## config.mk

```make
export PLATFORM = sky130hd
export DESIGN_NAME = fetch_ctrl
export DESIGN_NICKNAME = d
export VERILOG_FILES = /design/src/rtl/fetch_ctrl.sv
export SDC_FILE = /design/constraint.sdc
export NUM_CORES = 1
export LEC_CHECK = 0
export CAP_MARGIN = 20
export CELL_PAD_IN_SITES_DETAIL_PLACEMENT = 0
export CELL_PAD_IN_SITES_GLOBAL_PLACEMENT = 1
export CORE_ASPECT_RATIO = 1.75
export CORE_MARGIN = 2
export CORE_UTILIZATION = 30
export DETAILED_ROUTE_END_ITERATION = 16
export PLACE_DENSITY = 0.77
export SLEW_MARGIN = 20
export SYNTH_ARGS = -nofsm -noshare
export SYNTH_HDL_FRONTEND = slang
export SYNTH_SLANG_ARGS = --single-unit
```

## constraint.sdc

```tcl
create_clock -name clk -period 6.8 [get_ports clk]
set_clock_uncertainty 0.05 [all_clocks]
set_input_delay 1.36 -clock clk [delete_from_list [all_inputs] [get_ports clk]]
set_output_delay 1.36 -clock clk [all_outputs]
set_load 0.01 [all_outputs]
```

## src/rtl/fetch_ctrl.sv

```systemverilog
`default_nettype none
// ============================================================================
// fetch_ctrl : instruction-fetch sequencer, one outstanding imem request,
//              valid/ready delivery to decode, redirect squash of in-flight fetch
// Revision   : 1.0
// ============================================================================
module fetch_ctrl #(
   parameter int                    DATA_WIDTH = 32,
   parameter logic [DATA_WIDTH-1:0] RESET_PC   = '0
) (
   input  logic                  clk,
   input  logic                  rst,
   input  logic                  redirect_valid,
   input  logic [DATA_WIDTH-1:0] redirect_target,
   output logic                  imem_req,
   output logic [DATA_WIDTH-1:0] imem_addr,
   input  logic                  imem_ready,
   input  logic                  imem_rvalid,
   input  logic [DATA_WIDTH-1:0] imem_rdata,
   output logic                  if_valid,
   input  logic                  if_ready,
   output logic [DATA_WIDTH-1:0] if_pc,
   output logic [DATA_WIDTH-1:0] if_instr
);

   typedef enum logic [1:0] {
      S_FETCH = 2'd0,
      S_WAIT  = 2'd1,
      S_HOLD  = 2'd2
   } state_t;

   state_t                state_q, state_d;
   logic [DATA_WIDTH-1:0] pc_q, pc_d;
   logic [DATA_WIDTH-1:0] req_pc_q, req_pc_d;
   logic [DATA_WIDTH-1:0] if_pc_q, if_pc_d;
   logic [DATA_WIDTH-1:0] if_instr_q, if_instr_d;
   logic                  kill_q, kill_d;
   logic                  valid_q, valid_d;

   logic [DATA_WIDTH-1:0] target;
   logic                  accept;
   logic                  unused_target_lsb;

   assign target            = {redirect_target[DATA_WIDTH-1:2], 2'b00};
   assign unused_target_lsb = ^redirect_target[1:0];

   // imem_req depends on state only, so no combinational path from handshake inputs
   assign imem_req  = (state_q == S_FETCH);
   assign imem_addr = pc_q;
   assign accept    = imem_req && imem_ready;
   assign if_valid  = valid_q;
   assign if_pc     = if_pc_q;
   assign if_instr  = if_instr_q;

   always_comb begin
      state_d    = state_q;
      pc_d       = pc_q;
      req_pc_d   = req_pc_q;
      kill_d     = kill_q;
      valid_d    = valid_q;
      if_pc_d    = if_pc_q;
      if_instr_d = if_instr_q;

      case (state_q)
         S_FETCH: begin
            if (accept) begin
               req_pc_d = pc_q;
               pc_d     = pc_q + DATA_WIDTH'(4);
               state_d  = S_WAIT;
               // request already left with the old pc; its response must be dropped
               kill_d   = redirect_valid;
            end
            if (redirect_valid) begin
               pc_d = target;
            end
         end
         S_WAIT: begin
            if (imem_rvalid) begin
               if (kill_q || redirect_valid) begin
                  kill_d  = 1'b0;
                  state_d = S_FETCH;
               end else begin
                  if_instr_d = imem_rdata;
                  if_pc_d    = req_pc_q;
                  valid_d    = 1'b1;
                  state_d    = S_HOLD;
               end
            end else if (redirect_valid) begin
               kill_d = 1'b1;
            end
            if (redirect_valid) begin
               pc_d = target;
            end
         end
         S_HOLD: begin
            if (redirect_valid) begin
               valid_d = 1'b0;
               pc_d    = target;
               state_d = S_FETCH;
            end else if (if_ready) begin
               valid_d = 1'b0;
               state_d = S_FETCH;
            end
         end
         default: begin
            state_d = S_FETCH;
         end
      endcase
   end

   always_ff @(posedge clk or posedge rst) begin
      if (rst) begin
         state_q    <= S_FETCH;
         pc_q       <= RESET_PC;
         req_pc_q   <= '0;
         kill_q     <= 1'b0;
         valid_q    <= 1'b0;
         if_pc_q    <= '0;
         if_instr_q <= '0;
      end else begin
         state_q    <= state_d;
         pc_q       <= pc_d;
         req_pc_q   <= req_pc_d;
         kill_q     <= kill_d;
         valid_q    <= valid_d;
         if_pc_q    <= if_pc_d;
         if_instr_q <= if_instr_d;
      end
   end

endmodule
`default_nettype wire

```

* Word level (Yosys, flattened, before mapping)
Index checks and enable logic that the tools add are counted.
** Word-level totals
- Output and inout port bits :: 98
- Latch bits :: 0
- Memories kept :: 0
- RAM bits :: 0
- Register bits after elaboration :: 132
- Input port bits :: 70
- Memory bits (read-only) :: 0
- Word-level logic and storage cells :: 52
** Operators by class
- Reductions and logical operators :: 13
- Bitwise operators :: 1
- Divide/modulo/power cells :: 0
- Mux-type cells :: 20
- Eq/ne operators :: 10
- Multipliers :: 0
- Shifts and indexed selects :: 0
- Add/subtract/negate cells :: 1
- Order comparisons :: 0
** Operators by type and width (number)
- 32-bit 2-to-1 mux :: 3
- 32-bit one-hot mux with 2 select lines :: 1
- 32-bit by 3-bit adder with 32-bit output, second input constant :: 1
- 2-bit 2-to-1 mux :: 5
- 3-bit != test, second input constant :: 3
- 3-bit AND reduction :: 3
- 1-bit 2-to-1 mux :: 8
- 4-bit AND reduction :: 2
- 2-bit one-hot mux with 3 select lines :: 1
- 2-bit nonzero test :: 3
- 2-bit by 1-bit != test with 1-bit output, second input constant :: 2
- 2-bit != test, second input constant :: 2
- 1-bit one-hot mux with 2 select lines :: 2
- 3-bit by 2-bit != test with 1-bit output, second input constant :: 1
- 2-bit by 1-bit == test with 1-bit output, second input constant :: 1
- 2-bit == test, second input constant :: 1
- 2-bit logical NOT :: 1
- 2-bit AND reduction :: 1
- 2-bit OR reduction :: 1
- 1-bit logical AND :: 1
- 1-bit logical OR :: 1
- 1-bit inverter :: 1

* Depth between registers and ports, before layout
- Depth after elaboration :: 5
- Depth in mapped cells :: 8
- Depth with buffers taken out :: 7

* Least setup slack after synthesis
OpenSTA, ideal clock, no wires.
- Kind :: input port to flip-flop
- Start point :: input redirect_valid
- End point :: register if_instr_q[0], in the netlist if_instr[0]
- Arrival :: 2.501 ns
- Cell stages on the path :: 6
- Buffers on the path :: 2
- Setup slack :: 4.124 ns
- Library setup time :: 0.125 ns
- Data required time :: 6.625 ns
- Path through :: inv_1 -> and3_1 -> and2_1 -> buf_2 -> buf_2 -> mux2_2
** Between the ends
- Longest elaborated chain between the ends :: 3
** RTL lines
- from (decl) :: RTL line 13 : input logic redirect_valid,
- 1-bit logical OR :: RTL line 79 : if (kill_q || redirect_valid) begin
- 1-bit inverter (no line)
- 3-bit AND reduction (no line)
- to (signal assigned) :: RTL line 127 : if_instr_q <= if_instr_d;
- to (decl) :: RTL line 36 : logic [DATA_WIDTH-1:0] if_instr_q, if_instr_d;
Every way passes these cells.
A chain may end at the register's enable or synchronous reset.

* Worst setup path in the final report
- Start point :: input redirect_valid
- End point :: register if_instr_q[17], in the netlist if_instr[17]
Same word-level chain as after synthesis.

==> summary.md <==
| Metric | Value |
|---|---|
| Status | finished, final reports clean |
| Setup TNS | 0 ns |
| CP max stage cell | and2_4 |
| CTS Buffer Depth | 2 |
| Final net count | 709 |
| Slowest stage delay, CP | 0.66 ns |
| Clk Latency, worst-skew pair | 0.41 ns |
| Crit-path cells | clkdlybuf4s50_1 > inv_1 > and3_1 > and2_4 > mux2_2 |
| Top Ports | 168 |
| Core area | 0.0185 mm2 |
| CP top delay family | simple AND/OR/NAND/NOR gates |
| Hold path start | req_pc_q[10] |
| Worst-path maximum fanout | 62 |
| Post-cts hold buffer count | 0 |
| Synth top area cells | dfrtp_1 56%, mux2_2 18%, a21oi_1 2.8% |
| Setup Fix Bufs, Post-CTS | 0 |
| Simple-gate area share of the yosys netlist | 10.6% |
| Final Hold Fails | 0 |
| CP required | 7.04 ns |
| Root buf cell | clkbuf_16 |
| Register area share after synthesis | 55.9% |
| Initial antenna violation count | 1 |
| Dpl hpwl | 11000 um |
| Count leader, synth | dfrtp_1 |
| First-pass GRT wire length | 23900 um |
| Number of flops mapped to enable cells by yosys | 0 |
| Synthesized cell area | 0.00564 mm2 |
| First-pass DRT Iterations | 4 |
| Fin crit period | 3.41 ns |
| Pre-CTS WS | 2.95 ns |
| Filler instances | 1739 |
| Reg-to-Reg End | imem_addr[21] |
| Initial Util | 30.5% |
| Worst-case reg-to-reg path depth | 7 |
| Yosys top cell area share | 55.9% |
| DR vias/cell | 4.98 |
| DRC errors left | 0 |
| CTS tree | yes |
| Min-Delay Endpoint | req_pc_q[10] |
| Iter 0 DRT Violations | 241 |
| Number of global-route vias before repair | 4554 |
| Maxcap violations | 0 |
| Hold WC Path Type | reg -> reg |
| Congestion Overflow GR | 0 |
| Post-DRT Antenna Nets | 0 |
| Synth Area per Inst | 11.9 um2 |
| Clock H-tree levels | 4 |
| XOR/XNOR Fraction of Synth Area | 0% |
| Crit path kind | in -> reg |
| Asr flop ratio synth | 100% |
| Post-synth top cells | 126 x dfrtp_1, 91 x mux2_2, 31 x a21oi_1, 26 x nor2_1, 25 x nand2_1 |
| Leak | 3.30 nW |
| RR Startpoint | state_q[0] |
| Worst path setup slack after routing | 3.39 ns |
| Synth Flop Type | dfrtp_1 |
| Routability cong. | 0.791 |
| Maximum achievable frequency | 0.294 GHz |
| Arrival time at the worst endpoint | 3.64 ns |
| DRT Wirelength | 15400 um |
| Area of the multi-input gates | 0.00235 mm2 |
| Largest net degree at the start of global routing | 73 |
| Seq cells post-synth | 126 |
| Maximum vdd drop | 0.228 mV |
| Yosys cell types | 48 |
| # port buffers | 161 |
| Clk slew on worst S/H paths | 0.05 ns |
| Die width | 108 um |
| Final setup fails | 0 |
| P per Cell Area | 501 mW/mm2 |
| Reg-to-reg slack, setup | 4.23 ns |
| Headroom to the max-slew limit | 39.7% |
| Slew Limit Fails | 0 |
| CTS buffer count | 17 |
| Nature of the critical path endpoint | flop |
| Cell area after layout | 0.00809 mm2 |
| Synth area leader | dfrtp_1 |
| Cells after Synth | 473 |
| Yosys Warn Count | 0 |
| Synth Area in Compound Gates | 10.8% |
| Area share of fa/ha/maj cells after synthesis | 1.33% |
| Mux cell area share after synthesis | 18.5% |
| Die height | 185 um |
| RSZ-0062 raised after global routing | false |
| Cts repair resizes | 0 |
| Largest family of logic cells by synthesized area | multiplexers |
| Total track usage | 15.7% |
| DR vias | 4405 |
| CP Launch Type | primary input |
| Register Area | 0.00315 mm2 |
| Crit share post-route | 50.1% |
| Die Area | 0.0199 mm2 |
| Sink Count | 126 |
| Share of cells above drive strength 1 | 21.1% |
| Hold path depth | 2 |
| Slew @ Worst Pin | 0.905 ns |
| Worst Path Buf+Inv | 2 |
| Site Rows | 66 |
| Routed WL per cell | 17.4 um |
| Area grow syn2layout | 43.5% |
| DP Area | 0.00748 mm2 |
-- layer usage --
metal | part of all wire [%] | global-route usage (%) | up-vias
li1 | - | - | 2052
met1 | 38 | 17.4 | 2210
met2 | 55 | 28.7 | 123
met3 | 4.2 | 2.67 | 20
met4 | 2.4 | 7.49 | 0
met5 | 0 | 0 | -
-- area by class of cell --
type | count | share of cell area [%]
clock inverter | 6 | 1.30
tap | 238 | 3.68
sequential | 126 | 39.0
timing repair buffer | 165 | 20.3
clock buffer | 25 | 6.25
multi-input combinational | 316 | 29.1
inverter | 7 | 0.387
antenna | 1 | 0.0309
-- power breakdown --
group          switching [W]  internal, W  total, W
clock network       0.000311     0.000622  0.000933
logic               0.000744     0.000949   0.00169
registers           0.000306      0.00112   0.00143
-- worst register-to-register path: cells and delay by family, from the launching register on --
kind | cells | cell delay, ns
and+or+nand+nor | 3 | 1.28
adders and majority gates | 1 | 0.40
DFF | 1 | 0.38
AOI/OAI and AO/OA | 2 | 0.24
buffers and inverters | 1 | 0.10
-- state kept, by name, summed over array words and instances (netlist names) --
| name | count |
|---|---|
| state_q | 2 |
| if_pc | 30 |
| imem_addr | 30 |
| if_instr | 32 |
| req_pc_q | 30 |
| kill_q | 1 |
| if_valid | 1 |
-- cells by family (layout without fill, tap and decap cells) --
group | after synthesis | in the layout
flip-flops | 126 | 126
AND/OR/NAND/NOR | 116 | 116
AO/OA/AOI/OAI | 97 | 97
multiplexers | 93 | 93
buffers and inverters | 34 | 203
adder cells (fa/ha/maj) | 6 | 6
other | 1 | 5
-- through the flow --
stage / util, % / hold slack [ns] / power [W] / std cells
final: 43.7 / 0.433 / 0.00406 / 884
after global routing: 43.7 / 0.460 / 0.00431 / 884
after CTS: 43.7 / 0.441 / 0.00410 / 883
after detailed placement: 40.4 / 0.429 / 0.00315 / 852
after global placement: 40.4 / 0.414 / 0.00309 / 852
after floorplan: - / 0.394 / 0.00229 / 476
-- worst max-delay path by stage --
stage | start | endpoint | cells past startpoint
floorplan | rst | if_instr[0] | 1
global placement | redirect_valid | if_instr[11] | 5
detailed placement | redirect_valid | if_instr[9] | 5
CTS | redirect_valid | if_instr[9] | 5
global route | redirect_valid | if_instr[7] | 5
finish | redirect_valid | if_instr[17] | 5
-- cell usage in the layout, fill, tap and decap left out, drive strengths merged, types with 12 or more instances in the layout --
cell and instances:
o21ai 23, dfrtp 126, nand2 25, a21oi 31, mux2 91, clkdlybuf4s50 161
clkbuf 25, and3 12, nor2 26, nand3 17
(Power assumes the default switching activity.)
==> RTL change, RTL diff (same settings) <==
`if_instr_q` no longer has a reset.
--- a/src/rtl/fetch_ctrl.sv
+++ b/src/rtl/fetch_ctrl.sv
@@ -116,7 +116,6 @@
          kill_q     <= 1'b0;
          valid_q    <= 1'b0;
          if_pc_q    <= '0;
-         if_instr_q <= '0;
       end else begin
          state_q    <= state_d;
          pc_q       <= pc_d;
@@ -124,8 +123,11 @@
          kill_q     <= kill_d;
          valid_q    <= valid_d;
          if_pc_q    <= if_pc_d;
-         if_instr_q <= if_instr_d;
       end
+   end
+
+   always_ff @(posedge clk) begin
+      if_instr_q <= if_instr_d;
    end
 
 endmodule
Check against the original RTL: differs if rst is asserted again (counterexample within 4 cycles, from zero or initial values and one cycle with rst high); with rst held inactive, the same outputs for 4 cycles.
==> RTL change against the original RTL <==
  * Wire length is 2.5% lower
  * Design area is 1.4% lower
  * Setup slack worse by 120 ps
  * Combinational power is 15% lower
  * Synthesized area is 2.5% lower
  * Sequential cell count stayed put
  * Die area is 2.4% lower
  * Sequential share of layout area is 2.6 points higher
  * Largest power group unchanged
  * Power is 6.7% lower
==> RTL change: results (changes against the original RTL) <==
\begin{tabular}{lr}
\hline
Metric & Value \\
\hline
\multicolumn{2}{l}{\textbf{Outcome}} \\
\quad Status & finished clean \\
\multicolumn{2}{l}{\textbf{Min path}} \\
\quad Hold-critical path endpoint & if\_pc[11] \\
\multicolumn{2}{l}{\textbf{Timing}} \\
\quad Clock period minus final worst setup slack & 3520 ps (+117 ps) \\
\quad Actual transition at the worst max-transition pin & 945 ps (+40.3 ps) \\
\quad Hold WS & 433 ps (+0.446 ps) \\
\multicolumn{2}{l}{\textbf{Detailed routing}} \\
\quad Total wire length & 15000 um (-2.5\%) \\
\quad Met3 Wirelength & 782 um (+21\%) \\
\quad Met2 routed wirelength & 8140 um (-4.5\%) \\
\quad Wl on met1 & 5810 um (-0.31\%) \\
\quad Number of design-rule violations left by the first detailed-router iteration & 161 (-33\%) \\
\multicolumn{2}{l}{\textbf{Global route}} \\
\quad Number of antenna violations at the first check in global routing & 0 (-1) \\
\quad Global-route wire length before repair & 23600 um (-1.5\%) \\
\quad Number of global-route vias before repair & 4348 (-4.5\%) \\
\quad Met2 Track Usage GR & 28.1\% (-0.58 points) \\
\multicolumn{2}{l}{\textbf{Logic synthesis}} \\
\quad Share of flip-flops with an asynchronous set or reset after synthesis & 74.6\% (-25 points) \\
\quad List of most frequent post-synthesis cells & dfrtp\_1 (94), mux2\_2 (53), a21oi\_1 (33), edfxtp\_1 (32), nand2\_1 (30) \\
\quad EDFF count, synth & 32 (+32) \\
\quad Top cells by area, synth & dfrtp\_1 (43\%), edfxtp\_1 (17\%), mux2\_2 (11\%) \\
\multicolumn{2}{l}{\textbf{Place}} \\
\quad Final Wtd Congestion & 0.808 (+2.2\%) \\
\quad Placed wire-length estimate after detailed placement & 10600 um (-4.0\%) \\
\multicolumn{2}{l}{\textbf{Critical path}} \\
\quad Arrival time of data at the critical path endpoint & 3760 ps (+120 ps) \\
\quad Setup slack of the most critical reg-to-reg path & 4120 ps (-110 ps) \\
\multicolumn{2}{l}{\textbf{Finish}} \\
\quad Layout cell share with drive strength beyond 1 & 17.2\% (-3.9 points) \\
\quad Number of fill cells in the layout & 1677 (-3.6\%) \\
\multicolumn{2}{l}{\textbf{Power}} \\
\quad Fraction of power spent switching nets & 34.8\% (+1.3 points) \\
\hline
\end{tabular}
## RTL change: cell types whose count changed in the layout (fill, tap and decap cells not counted), moves of 6 or more
cell / unedited run / this run
a31oi_1: 8 / 2
and3_1: 12 / 4
dfrtp_1: 126 / 94
edfxtp_1: 0 / 32
mux2_2: 91 / 53
nor2_1: 25 / 17
## RTL change: area by class of cell
cell class	count	area (um^2)	share of cell area (%)
clock buffers	17	425	5.34
clock inverters	15	211	2.65
inverters	11	43.8	0.549
multi-input cells	283	2040	25.6
flip-flops and latches	126	3310	41.6
well taps	234	293	3.67
repair buffers	165	1650	20.6
## RTL change: per-stage QoR
step	instance area (um^2)	utilization, %
2_1_floorplan	5510	-
3_5_place_dp	7330	40.8
3_3_place_gp	7330	40.8
5_1_grt	7970	44.4
6_report	7970	44.4
4_1_cts	7970	44.3
## RTL change: worst max-delay path, stage by stage
cell and delay [ps]:
clkdlybuf4s50_1 670, inv_2 310, and3_1 250, and2_4 690, mux2_2 420
